### src/rtl/cond_pkg.sv
// Shared constants for the conditional-execution unit: condition-code
// encodings (instruction bits 31:28) and bit positions in the {N,Z,C,V} flag word.
package cond_pkg;

  typedef enum logic [3:0] {
    EQ = 4'h0, NE = 4'h1, CS = 4'h2, CC = 4'h3,
    MI = 4'h4, PL = 4'h5, VS = 4'h6, VC = 4'h7,
    HI = 4'h8, LS = 4'h9, GE = 4'hA, LT = 4'hB,
    GT = 4'hC, LE = 4'hD, AL = 4'hE, NV = 4'hF
  } cond_t;

  localparam int FLAG_N = 3;
  localparam int FLAG_Z = 2;
  localparam int FLAG_C = 1;
  localparam int FLAG_V = 0;

endpackage : cond_pkg

### src/rtl/cond_check.sv
// Condition evaluator: maps the 4-bit condition field and the stored
// {N,Z,C,V} flags to a single execute/suppress decision. Purely combinational.
module cond_check
  import cond_pkg::*;
(
  input  logic [3:0] cond_i,
  input  logic [3:0] flags_i,
  output logic       cond_ex_o
);

  logic n, z, c, v;

  assign n = flags_i[FLAG_N];
  assign z = flags_i[FLAG_Z];
  assign c = flags_i[FLAG_C];
  assign v = flags_i[FLAG_V];

  // Decode the condition; the reserved NV encoding never executes.
  always_comb begin
    cond_ex_o = 1'b0;
    case (cond_i)
      EQ: cond_ex_o = z;
      NE: cond_ex_o = ~z;
      CS: cond_ex_o = c;
      CC: cond_ex_o = ~c;
      MI: cond_ex_o = n;
      PL: cond_ex_o = ~n;
      VS: cond_ex_o = v;
      VC: cond_ex_o = ~v;
      HI: cond_ex_o = c & ~z;
      LS: cond_ex_o = ~c | z;
      GE: cond_ex_o = ~(n ^ v);
      LT: cond_ex_o = n ^ v;
      GT: cond_ex_o = ~z & ~(n ^ v);
      LE: cond_ex_o = z | (n ^ v);
      AL: cond_ex_o = 1'b1;
      NV: cond_ex_o = 1'b0;
      default: cond_ex_o = 1'b0;
    endcase
  end

endmodule : cond_check

### src/rtl/conditional_logic.sv
// Conditional-execution unit: holds the NZCV flag register, evaluates the
// instruction condition against the stored (pre-update) flags and gates the
// decoder's PC-source, register-write, memory-write and flag-write requests.
// Optional debug visibility of the flags and CondEx via CONDLOGIC_DEBUG_EN.
module conditional_logic
  import cond_pkg::*;
(
  input  logic       clk,
  input  logic       rst_n,
  input  logic       PCs,
  input  logic       RegW,
  input  logic       MemW,
  input  logic [1:0] FlagW,
  input  logic [3:0] Cond,
  input  logic [3:0] ALUFlags,
  output logic       PCSrc,
  output logic       RegWrite,
  output logic       MemWrite
`ifdef CONDLOGIC_DEBUG_EN
  ,
  output logic [3:0] Flags_q,
  output logic [0:0] CondEx_o
`endif
);

  // NZ and CV are written independently, so they are kept as separate fields.
  logic [1:0] nz_q, nz_d;
  logic [1:0] cv_q, cv_d;
  logic       cond_ex;

  cond_check u_cond_check (
    .cond_i    (Cond),
    .flags_i   ({nz_q, cv_q}),
    .cond_ex_o (cond_ex)
  );

  // Write enables follow the decoder only when the condition passes.
  assign PCSrc    = PCs  & cond_ex;
  assign RegWrite = RegW & cond_ex;
  assign MemWrite = MemW & cond_ex;

  // Next-state flags: a failed condition also suppresses the flag update.
  always_comb begin
    nz_d = nz_q;
    cv_d = cv_q;
    if (FlagW[1] & cond_ex) nz_d = ALUFlags[FLAG_N:FLAG_Z];
    if (FlagW[0] & cond_ex) cv_d = ALUFlags[FLAG_C:FLAG_V];
  end

  // Flag register; reset clears it immediately so CondEx sees zero flags.
  always_ff @(posedge clk or negedge rst_n) begin
    if (!rst_n) begin
      nz_q <= 2'b00;
      cv_q <= 2'b00;
    end else begin
      nz_q <= nz_d;
      cv_q <= cv_d;
    end
  end

`ifdef CONDLOGIC_DEBUG_EN
  assign Flags_q  = {nz_q, cv_q};
  assign CondEx_o = cond_ex;
`endif

endmodule : conditional_logic

### config.mk
export PLATFORM = sky130hd
export DESIGN_NAME = conditional_logic
export DESIGN_NICKNAME = d
export VERILOG_FILES = /design/src/rtl/cond_pkg.sv /design/src/rtl/cond_check.sv /design/src/rtl/conditional_logic.sv
export SDC_FILE = /design/constraint.sdc
export NUM_CORES = 1
export LEC_CHECK = 0
export BUFFER_PORTS_ARGS = -buffer_cell sky130_fd_sc_hd__buf_2
export CAP_MARGIN = 10
export CORE_AREA = 2 2 39 41
export DETAILED_ROUTE_END_ITERATION = 10
export DIE_AREA = 0 0 41 43
export SYNTH_ARGS = -nofsm -noshare
export SYNTH_HDL_FRONTEND = slang
export SYNTH_HIERARCHICAL = 1
export SYNTH_SLANG_ARGS = --single-unit
### constraint.sdc
create_clock -name clk -period 3.2 [get_ports clk]
set_input_delay 0.64 -clock clk [delete_from_list [all_inputs] [get_ports clk]]
set_output_delay 0.64 -clock clk [all_outputs]
set_load 0.05 [all_outputs]
Word-level counts from Yosys, hierarchy flattened:

Index checks and enable logic that the tools add are counted.

* bits in registers: 4
* input port bits: 15
* output and inout bits: 3
* word-level logic and storage cells: 34

* equal/unequal tests: 15
* muxes and demuxes: 1
* bitwise gates (word level): 15
* reduce and logical (&&, ||, !) cells: 1

Operators with widths (number)
* 4-bit == test (second input constant): 8
* 4-bit by 3-bit == test with 1-bit output (second input constant): 4
* 1-bit one-hot mux with 16 select lines: 1
* 4-bit by 2-bit == test with 1-bit output (second input constant): 2
* 1-bit AND: 7
* 1-bit NOT: 5
* 4-bit by 1-bit == test with 1-bit output (second input constant): 1
* 4-bit logical NOT: 1
* 1-bit OR: 2
* 1-bit bitwise XOR: 1

Longest topological paths before layout:

* depth in word-level cells: 5
* depth in mapped cells: 8
* depth with buffers taken out: 7

Hierarchy:

The synthesis kept the hierarchy.

By module, submodules not included
* conditional_logic: times used 1, cells an instance 13, area an instance 175.2 um^2
* cond_check: times used 1, cells an instance 23, area an instance 155.1 um^2

Worst setup path after synthesis:

OpenSTA, ideal clock, no wires.

* kind: in2out
* from: input Cond[0]
* to: output MemWrite
* data arrival time: 1952 ps
* required time: 2560 ps
* path slack: 608 ps
* stages: 7
* path through: buf_4 -> nor2_1 -> a211oi_1 -> a2111oi_1 -> a311oi_1 -> o22ai_1 -> and2_2

* longest elaborated chain between the ends: 3
* elaborated cells between the ends (all ways): 18

RTL lines
* from (decl): line conditional_logic.sv:14 `input logic [3:0] Cond,`
* 4-bit == test (tied with other cells): line cond_check.sv:21 `case (cond_i)`
* 1-bit one-hot mux with 16 select lines *: line cond_check.sv:21
* named net cond_ex: line conditional_logic.sv:29 `logic cond_ex;`
* 1-bit AND *: line conditional_logic.sv:40 `assign MemWrite = MemW & cond_ex;`
* to (decl): line conditional_logic.sv:18 `output logic MemWrite`

Mark *: on every way through the listed nets, which the timed path passes. The rest lies on a longest branch.

Worst setup path in the final report:

* from: register nz_q[1]
* to: output RegWrite

* longest elaborated chain between the ends: 5
* elaborated cells between the ends (all ways): 7

RTL lines
* from (decl): line conditional_logic.sv:27 `logic [1:0] nz_q, nz_d;`
* from (signal assigned): line conditional_logic.sv:56 `nz_q <= nz_d;`
* 1-bit bitwise XOR
* 1-bit NOT: line cond_check.sv:32, cond_check.sv:34
* 1-bit AND: line cond_check.sv:34 `GT: cond_ex_o = ~z & ~(n ^ v);`
* 1-bit one-hot mux with 16 select lines *: line cond_check.sv:21
* named net cond_ex: line conditional_logic.sv:29
* 1-bit AND *: line conditional_logic.sv:39 `assign RegWrite = RegW & cond_ex;`
* to (decl): line conditional_logic.sv:17 `output logic RegWrite,`

Marks and branches as above.

==> flow_metrics.env <==
export IMPL_status="completed"
export IMPL_wl_um=671
export IMPL_clk_pin_slew_worst_paths_ns=0.04
export IMPL_final_hold_viol_count=0
export IMPL_worst_pin_slew_ns=0.386
export IMPL_diodes=0
export IMPL_post_cts_resized=0
export IMPL_postSynthCellCount=36
export IMPL_fin_crit_ns=2.96
export IMPL_first_iter_violations=4
export IMPL_drc=0
export IMPL_vias_per_cell=4.66
export IMPL_cts_max_path_buffers=2
export IMPL_die_w_um=41
export IMPL_cts_max_level=1
export IMPL_grt_pass1_wl_mm=1.10
export IMPL_power_density_nw_per_um2=742
export IMPL_startpoint="nz_q[1]"
export IMPL_port_buffers=17
export IMPL_cp_arrival_ns=2.32
export IMPL_grt_max_degree=9
export IMPL_startpoint_type="flip-flop"
export IMPL_tns_ns=0
export IMPL_critPathMostFrequentCell="xor2_1"
export IMPL_clockRootBuffer="clkbuf_4"
export IMPL_fmax_mhz=337
export IMPL_cts_sink_count=4
export IMPL_hp_class="in -> async"
export IMPL_final_net_count=71
export IMPL_avgSynthCellArea_um2=9.18
export IMPL_synthDistinctLibCells=22
export IMPL_cts_tree="yes"
export IMPL_worstSetupEndpointType="output pin"
export IMPL_worstPathRequired_ns=2.56
export IMPL_crit_buf_inv=1
export IMPL_ir_drop_v=0.000265
export IMPL_grt_usage=0.0906
export IMPL_finalClockSkew_ns=0.00304
export IMPL_slew_headroom=0.742
export IMPL_coreArea_um2=1380
export IMPL_critPathKind="reg -> out"
export IMPL_cp_slowest_cell="a2111oi_1"
export IMPL_reg2reg_slack_ns=0.97
export IMPL_reg2reg_depth=7
export IMPL_crit_fanout=5
export IMPL_endpoint="RegWrite"
export IMPL_synth_edf_count=0
export IMPL_synthArstFlopShare=1.00
export IMPL_grt_antenna_before_repair=0
export IMPL_place_gp_congestion=0.665
export IMPL_cts_buffers=3
export IMPL_rsz0062_at_grt="no"
export IMPL_r2r_start="nz_q[1]"
export IMPL_rows=14
export IMPL_ant_nets=0
export IMPL_fin_util=0.323
export IMPL_finalCritPeriodShare=0.926
export IMPL_area_growth_pct=35.2
export IMPL_netlist_area_um2=330
export IMPL_clk_latency_ns=0.23
export IMPL_start_util=0.239
export IMPL_maxCapViolations=0
export IMPL_grt_pass1_vias=278
export IMPL_crit_family="compound AO/OA/AOI/OAI gates"
export IMPL_synthFlopType="dfrtp_1"
export IMPL_drive_gt1_frac=0.426
export IMPL_die_y_um=43
export IMPL_critPathMaxStageDelay_ns=0.44
export IMPL_syn_nets=51
export IMPL_gr_total_overflow=0
export IMPL_cts_setup_buffers=0
export IMPL_vias=326
export IMPL_dp_hpwl_um=545
export IMPL_cp_num_cells=7
export IMPL_drt_wirelength_per_cell_um=9.59
export IMPL_pin_count=18
export IMPL_leakage_nw=0.209
export IMPL_crit_chain="xor2_1, xor2_1, a2111oi_1, a311oi_1, o22ai_1, and2_2, buf_2"
export IMPL_r2r_end="nz_q[1]"
export IMPL_slew_violations=0
export IMPL_die_area_um2=1760
export IMPL_yosysWarnings=6
export IMPL_ys_seq_area_frac=0.303
export IMPL_cts_hold_fix_buffers=0
export IMPL_setup_viol=0
export IMPL_drt_first_pass_iters=4
export IMPL_synth_seq_cells=4
[cell families (layout without fill, tap and decap cells)]
family / after synthesis / count (layout) / synth area share
AOI/OAI and AO/OA: 9 / 9 / 0.186
xor gates and xnor gates: 4 / 4 / 0.106
buffers and inverters: 3 / 21 / 0.0454
DFF: 4 / 4 / 0.303
muxes: 5 / 5 / 0.167
and+or+nand+nor: 11 / 11 / 0.193
[cells in the final DEF, fill, tap and decap left out, types with 2 or more instances in the layout]
cell	count
dfrtp_1	4
nand2_1	2
a21oi_1	3
xor2_1	3
and2_2	3
mux2_1	4
clkbuf_4	3
nor2_1	2
buf_2	17
[synth_stat cells (all sizes together) (2+ instances only)]
master / instances / area share
dfrtp: 4 / 0.30
mux2: 4 / 0.14
a21oi: 3 / 0.045
and2: 3 / 0.068
xor2: 3 / 0.080
nand2: 2 / 0.023
nor2: 2 / 0.023
[how the worst min path moves through the flow]
stage,startpoint,end,slack (ns)
floorplan,rst_n,cv_q[0],0.34
global placement,rst_n,nz_q[1],0.45
detailed placement,rst_n,nz_q[1],0.45
CTS,rst_n,nz_q[0],0.20
global route,rst_n,nz_q[0],0.20
finish,rst_n,nz_q[0],0.20
[where the power goes]
part           switching [mW]  internal (mW)  leakage [nW]
logic                  0.0919         0.0729         0.149
clock network          0.0195         0.0419        0.0138
registers              0.0282         0.0770        0.0468
total                   0.140          0.192         0.209
[metrics by stage]
stage                     power (mW)  cells  worst slack (ns)  instance area (um^2)  hold WS (ns)
after floorplan                0.235     36             0.608                   330         0.344
after global placement         0.268     67             0.331                   424         0.450
after detailed placement       0.272     67             0.302                   424         0.449
after CTS                      0.337     70             0.271                   447         0.196
after global routing           0.365     70            0.0497                   447         0.196
final                          0.331     70             0.236                   447         0.202
[metal layers]
layer	global-route usage	part of all wire
met5	0	0
met3	0	0.064
met4	0.0800	0
met2	0.134	0.52
met1	0.114	0.42
[registers in the layout (all words and copies together) (netlist names)]
| name | count |
|---|---|
| nz_q | 2 |
| cv_q | 2 |
[area by class of cell]
cell class,count,area (um^2)
Fill cell,161,937
Multi-Input combinational cell,29,215
Sequential cell,4,100
Timing Repair Buffer,17,85.1
Clock buffer,3,22.5
Tap cell,16,20.0
Inverter,1,3.75
No activity file was read; power rests on OpenSTA's default activity.
